`src/rtl/pipeline_hazard_ctrl_pkg.sv`:
```
// Shared pipeline types: hazard sequencer state and the bundled stage control word.
package rv32i_types;

  typedef enum logic {
    RUN  = 1'b0,
    WAIT = 1'b1
  } hazard_state_t;

  typedef struct packed {
    logic load_pc;
    logic load_if_id;
    logic load_id_ex;
    logic load_ex_mem;
    logic load_mem_wb;
    logic flush_if_id;
    logic bubble_id_ex;
  } stage_ctrl_t;

  localparam stage_ctrl_t CTRL_HOLD   = stage_ctrl_t'(7'b00000_0_0);
  localparam stage_ctrl_t CTRL_RUN    = stage_ctrl_t'(7'b11111_0_0);
  localparam stage_ctrl_t CTRL_FLUSH  = stage_ctrl_t'(7'b11111_1_1);
  localparam stage_ctrl_t CTRL_BUBBLE = stage_ctrl_t'(7'b00111_0_1);

endpackage

```
`src/rtl/pipeline_hazard_ctrl_load_use_detect.sv`:
```
// Combinational load-use compare between the EX load destination and the ID sources.
module load_use_detect #(
  parameter int REG_ADDR_W = 5
) (
  input  logic                  ex_is_load_i,
  input  logic [REG_ADDR_W-1:0] ex_rd_i,
  input  logic [REG_ADDR_W-1:0] id_rs1_i,
  input  logic [REG_ADDR_W-1:0] id_rs2_i,
  input  logic                  id_uses_rs1_i,
  input  logic                  id_uses_rs2_i,
  output logic                  load_use_o
);

  logic rs1_hit;
  logic rs2_hit;

  // x0 is hardwired to zero, so a load targeting it never creates a dependency
  assign rs1_hit    = id_uses_rs1_i & (id_rs1_i == ex_rd_i);
  assign rs2_hit    = id_uses_rs2_i & (id_rs2_i == ex_rd_i);
  assign load_use_o = ex_is_load_i & (ex_rd_i != '0) & (rs1_hit | rs2_hit);

endmodule

```
`src/rtl/pipeline_hazard_ctrl.sv`:
```
// Stall/flush sequencer for the 5-stage RV32I pipeline.
// Optional performance counters are built when HAZARD_PERF_CNT_EN is defined.
module pipeline_hazard_ctrl
  import rv32i_types::*;
#(
  parameter int REG_ADDR_W = 5,
  parameter int CNT_W      = 32
) (
  input  logic                  clk,
  input  logic                  rst,
  input  logic                  imem_read,
  input  logic                  imem_resp,
  input  logic                  dmem_read,
  input  logic                  dmem_write,
  input  logic                  dmem_resp,
  input  logic [REG_ADDR_W-1:0] id_rs1,
  input  logic [REG_ADDR_W-1:0] id_rs2,
  input  logic                  id_uses_rs1,
  input  logic                  id_uses_rs2,
  input  logic                  ex_is_load,
  input  logic [REG_ADDR_W-1:0] ex_rd,
  input  logic                  ex_redirect,
`ifdef HAZARD_PERF_CNT_EN
  output logic [CNT_W-1:0]      stall_cycles_o,
  output logic [CNT_W-1:0]      bubble_cnt_o,
  output logic [CNT_W-1:0]      flush_cnt_o,
`endif
  output logic                  load_pc,
  output logic                  load_if_id,
  output logic                  load_id_ex,
  output logic                  load_ex_mem,
  output logic                  load_mem_wb,
  output logic                  flush_if_id,
  output logic                  bubble_id_ex,
  output logic                  stall_o
);

  hazard_state_t state_q, state_d;
  logic          imem_done_q, imem_done_d;
  logic          dmem_done_q, dmem_done_d;
  logic          imem_done, dmem_done;
  logic          dmem_req;
  logic          imem_pend, dmem_pend, mem_stall;
  logic          load_use;
  stage_ctrl_t   ctrl;

  load_use_detect #(.REG_ADDR_W(REG_ADDR_W)) u_load_use_detect (
    .ex_is_load_i  (ex_is_load),
    .ex_rd_i       (ex_rd),
    .id_rs1_i      (id_rs1),
    .id_rs2_i      (id_rs2),
    .id_uses_rs1_i (id_uses_rs1),
    .id_uses_rs2_i (id_uses_rs2),
    .load_use_o    (load_use)
  );

  // Flags can only be live while waiting; qualifying with the state keeps RUN clean.
  assign imem_done = imem_done_q & (state_q == WAIT);
  assign dmem_done = dmem_done_q & (state_q == WAIT);
  assign dmem_req  = dmem_read | dmem_write;
  assign imem_pend = imem_read & ~imem_done & ~imem_resp;
  assign dmem_pend = dmem_req & ~dmem_done & ~dmem_resp;
  assign mem_stall = imem_pend | dmem_pend;

  always_comb begin
    state_d     = RUN;
    imem_done_d = 1'b0;
    dmem_done_d = 1'b0;
    // A response seen while the other port still stalls is held until the joint advance.
    if (mem_stall) begin
      state_d     = WAIT;
      imem_done_d = imem_done | (imem_read & imem_resp);
      dmem_done_d = dmem_done | (dmem_req & dmem_resp);
    end
  end

  always_ff @(posedge clk) begin
    if (rst) begin
      state_q     <= RUN;
      imem_done_q <= 1'b0;
      dmem_done_q <= 1'b0;
    end else begin
      state_q     <= state_d;
      imem_done_q <= imem_done_d;
      dmem_done_q <= dmem_done_d;
    end
  end

  always_comb begin
    ctrl = CTRL_RUN;
    if (rst || mem_stall) ctrl = CTRL_HOLD;
    else if (ex_redirect) ctrl = CTRL_FLUSH;
    else if (load_use)    ctrl = CTRL_BUBBLE;
  end

  assign load_pc      = ctrl.load_pc;
  assign load_if_id   = ctrl.load_if_id;
  assign load_id_ex   = ctrl.load_id_ex;
  assign load_ex_mem  = ctrl.load_ex_mem;
  assign load_mem_wb  = ctrl.load_mem_wb;
  assign flush_if_id  = ctrl.flush_if_id;
  assign bubble_id_ex = ctrl.bubble_id_ex;
  assign stall_o      = mem_stall & ~rst;

`ifdef HAZARD_PERF_CNT_EN
  logic [CNT_W-1:0] stall_cnt_q, bubble_cnt_q, flush_cnt_q;
  logic             bubble_evt, flush_evt;

  assign flush_evt  = ~mem_stall & ex_redirect;
  assign bubble_evt = ~mem_stall & ~ex_redirect & load_use;

  always_ff @(posedge clk) begin
    if (rst) begin
      stall_cnt_q  <= '0;
      bubble_cnt_q <= '0;
      flush_cnt_q  <= '0;
    end else begin
      if (mem_stall && stall_cnt_q != '1)   stall_cnt_q  <= stall_cnt_q + CNT_W'(1);
      if (bubble_evt && bubble_cnt_q != '1) bubble_cnt_q <= bubble_cnt_q + CNT_W'(1);
      if (flush_evt && flush_cnt_q != '1)   flush_cnt_q  <= flush_cnt_q + CNT_W'(1);
    end
  end

  assign stall_cycles_o = stall_cnt_q;
  assign bubble_cnt_o   = bubble_cnt_q;
  assign flush_cnt_o    = flush_cnt_q;
`endif

endmodule

```
`config.mk`:
```
export PLATFORM = sky130hd
export DESIGN_NAME = pipeline_hazard_ctrl
export DESIGN_NICKNAME = d
export VERILOG_FILES = /design/src/rtl/pipeline_hazard_ctrl_pkg.sv /design/src/rtl/pipeline_hazard_ctrl_load_use_detect.sv /design/src/rtl/pipeline_hazard_ctrl.sv
export SDC_FILE = /design/constraint.sdc
export NUM_CORES = 1
export LEC_CHECK = 0
export CAP_MARGIN = 5
export CORE_AREA = 4 4 41 43
export CTS_BUF_LIST = sky130_fd_sc_hd__clkbuf_8 sky130_fd_sc_hd__clkbuf_16
export CTS_CLUSTER_SIZE = 25
export DETAILED_ROUTE_END_ITERATION = 12
export DIE_AREA = 0 0 45 47
export DONT_BUFFER_PORTS = 1
export PLACE_DENSITY_LB_ADDON = 0.15
export SYNTH_ARGS = -nofsm -noshare
export SYNTH_HDL_FRONTEND = slang
export SYNTH_SLANG_ARGS = --single-unit
```
`constraint.sdc`:
```
create_clock -name clk -period 1.1 [get_ports clk]
set_clock_uncertainty 0.15 [all_clocks]
set_input_delay 0 -clock clk [delete_from_list [all_inputs] [get_ports clk]]
set_output_delay 0 -clock clk [all_outputs]
set_load 0.01 [all_outputs]
```
==> results by group <==
Power
  – Share of total power consumed by net switching: 23.5%
  – Cell leakage power: 0.000209 uW
  – Total power of the final layout: 557 uW
  – Clock network power share: 54.7%
  – Worst-case vdd ir drop: 0.539 mV
  – Areal power density over the cells: 1090 nW/um2
  – Sequential group share of total power: 21.6%
  – Switching power: 131 uW
  – Internal Dissipation: 426 uW
  – Part of the power in combinational logic: 23.8%

GRT
  – All-Layer GR Usage: 8.99%
  – Via count of the first global-routing pass: 373
  – First-pass GRT wire length: 1.33 mm
  – Antenna violations before repair: 0
  – Pin count of the biggest net entering global routing: 4
  – Total congestion overflow: 0

Floorplanning
  – Die ar.: 2120 um2
  – Area inside the core boundary: 1300 um2
  – Top-level port count: 34
  – Chip width: 45 um
  – Effective utilization at floorplan: 25.3%
  – Cell row count: 13
  – Y dimension of the die: 47 um

Final layout
  – Non-filler instance count after layout: 66
  – Post-layout net count: 78
  – Most common cell after layout, fill and taps aside: sky130_fd_sc_hd__xor2_1
  – Ant. Diodes: 0
  – Commonest non-fill, non-tap cells in the layout: 8 x sky130_fd_sc_hd__xor2_1, 6 x sky130_fd_sc_hd__dlygate4sd3_1, 3 x sky130_fd_sc_hd__nand2_2, 3 x sky130_fd_sc_hd__clkbuf_8, 3 x sky130_fd_sc_hd__buf_6
  – Area of all placed cells without fillers: 510 um2
  – Proportion of layout cells with a drive suffix above 1: 41.2%
  – Final core utilization: 39.2%
  – Area added between synthesis and finish: 55.1%

Place
  – Count of buffers inserted at the top-level ports: 0
  – Placed insts: 54
  – Minimum setup slack after placement: -0.171 ns
  – GP Congestion: 0.644
  – Detailed-placement wirelength estimate: 724 um
  – Total cell area at the placement stage: 363 um2

CTS
  – Clock tree from TritonCTS: done
  – CTS clk-pin slew, worst paths: 0.03 ns
  – Clock buffer count from CTS: 3
  – Clock root cell: sky130_fd_sc_hd__clkbuf_8
  – Number of levels the H-tree was split into: 1
  – Number of clock sinks: 3
  – Clock tree buffer depth: 2
  – Worst skew pair latency: 0.21 ns

Timing
  – Min cycle time layout: 1.48 ns
  – Setup repair after global routing missed its margin: true
  – Highest achievable clock rate: 0.674 GHz
  – Slew of the pin with the lowest slew margin: 0.266 ns
  – Headroom to the max-slew limit: 82.1%
  – Final setup violation count: 11
  – Max Slew Vio Count: 0
  – Final setup slack of the worst path: -0.385 ns
  – Part of the cycle the worst path needs: 135%
  – Count of final hold-check violations: 0

Route
  – Remaining DRCs: 0
  – Wire length after detailed routing: 907 um
  – Via total after detailed routing: 325
  – Routed wire length per instance: 13.7 um
  – Count of antenna-violating nets left after detailed routing: 0
  – Violation count after the first detailed-routing iteration: 1
  – Number of vias per cell after detailed routing: 4.92
  – Number of optimization iterations in the first detailed-route pass: 2

Critical path
  – WS Path Type: reg -> out
  – CP Data Required Time: 0.95 ns
  – Family with the most delay on the worst path: compound AO/OA/AOI/OAI gates
  – Count of buffering cells on the critical path with inverters included: 1
  – Cells traversed along the worst timing path: nand2_2 > a22o_1 > o41ai_2 > buf_4
  – Reg2Reg Depth: 5
  – Crit. path cell count: 4
  – Endpoint arrival time on the critical path: 1.33 ns
  – Slowest library cell on the worst path: sky130_fd_sc_hd__dfxtp_2
  – Maximum fanout along the worst path: 3
  – CP startpoint kind: flop
  – Critical path capture point type: output port
  – Max incr delay on CP: 0.33 ns

Outcome
  – Status: finished, violations left
  – Violated checks: negative setup slack

Synthesis
  – Synthesis-stage register bit count: 3
  – Number of distinct library cells after synthesis: 21
  – Combinational family with the most area after synthesis: compound AO/OA/AOI/OAI gates
  – Synth area leaders: sky130_fd_sc_hd__xor2_1 21%, sky130_fd_sc_hd__dfxtp_1 18%, sky130_fd_sc_hd__buf_4 6.8%
  – Net count after synthesis: 65
  – Synthesized instance count: 39
  – Complex-gate fraction of the synthesized area: 26.6%
  – Adder-cell share of the synthesized area: 0%
  – Syn Area/Cell: 8.44 um2
  – Simple-gate share of the synthesized area: 18.3%
  – Sequential fraction of the synthesis area: 18.3%
  – Library cell occupying the most area in the post-synthesis netlist: sky130_fd_sc_hd__xor2_1
  – Portion of netlist area occupied by mux cells: 0%
  – Xor/xnor share of the synthesized area: 26.6%
  – Area fraction of the dominant cell type after synthesis: 21.3%
  – Post-synthesis cell area: 329 um2
  – Count of warnings emitted by yosys: 0

Hold path
  – Tightest Hold Check Type: in -> out
  – Hold depth: 2

Job
  – Max cap viols: 0
per-layer routing:
metal	up-vias	wire, um	track usage (%)
met3	0	111	5.75
met1	145	321	8.82
met2	21	474	16.1
met4	0	0	1.75
li1	159	-	-
met5	-	0	0
cell families after synthesis:
| kind of cell | Yosys count |
|---|---|
| and+or+nand+nor | 10 |
| xor gates and xnor gates | 10 |
| DFF | 3 |
| AOI/OAI and AO/OA | 10 |
| buffers and inverters | 6 |
cell type report:
cell class	instances	area [um2]
Inverter	3	13.8
Timing Repair Buffer	11	109
Clock buffer	3	41.3
Fill cell	154	791
Multi-Input combinational cell	30	262
Clock inverter	1	3.75
Tap cell	15	18.8
Sequential cell	3	62.6
power groups by stage:
stage	logic, uW	clock network [uW]	registers (uW)
finish	132	304	120
global route	144	321	120
CTS	134	313	120
detailed placement	100	0	120
global placement	98.0	0	120
floorplan	91.5	0	120
worst reg2reg max path, cell delays in order (launching register included):
cell and delay [ns]:
sky130_fd_sc_hd__dfxtp_2 0.33, sky130_fd_sc_hd__nand2_2 0.08, sky130_fd_sc_hd__a22o_1 0.24, sky130_fd_sc_hd__nand2b_1 0.13
sky130_fd_sc_hd__buf_6 0.13, sky130_fd_sc_hd__a21oi_2 0.03
worst paths after layout:
kind                                                to                    from  slack (ns)
worst min-delay path                       load_ex_mem                     rst       0.005
worst max register to register  dmem_done_q$_SDFF_PN0_      state_q$_SDFF_PP0_       -0.10
worst max-delay path                      bubble_id_ex      state_q$_SDFF_PP0_       -0.38
worst min register to register  imem_done_q$_SDFF_PN0_  imem_done_q$_SDFF_PN0_        0.36
through the flow:
step,TNS (ns),hold slack [ns]
floorplan,-0.418,-0.122
finish,-2.28,0.00529
CTS,-2.42,0.00766
detailed placement,-0.457,0.00822
global route,-2.92,0.0125
global placement,-0.387,0.00625
state kept, by name (all words and copies together) (netlist names):
| signal | cells |
|---|---|
| dmem_done_q | 1 |
| imem_done_q | 1 |
| state_q | 1 |
synth_stat cells, drive strengths merged:
master and instances:
xor2 8, nand2 4, buf 3, dfxtp 3, inv 3, a21oi 2, nor4 2, o21ai 2
xnor2 2, a221oi 1, a22o 1, a32oi 1, and2 1, nand2b 1, nor2b 1, o21ba 1
o31a 1, o41ai 1, or4 1
what timing repair did:
item / 4_1_cts / 5_1_grt
buffers inserted: 2 / 0
hold endpoints to repair: 3 / 0
hold buffers: 6 / 0
resized for setup: 11 / 0
setup endpoints to repair: 11 / 11
pin swaps: 2 / 0
cloned: 0 / 0
No activity file was read; power rests on OpenSTA's default activity.
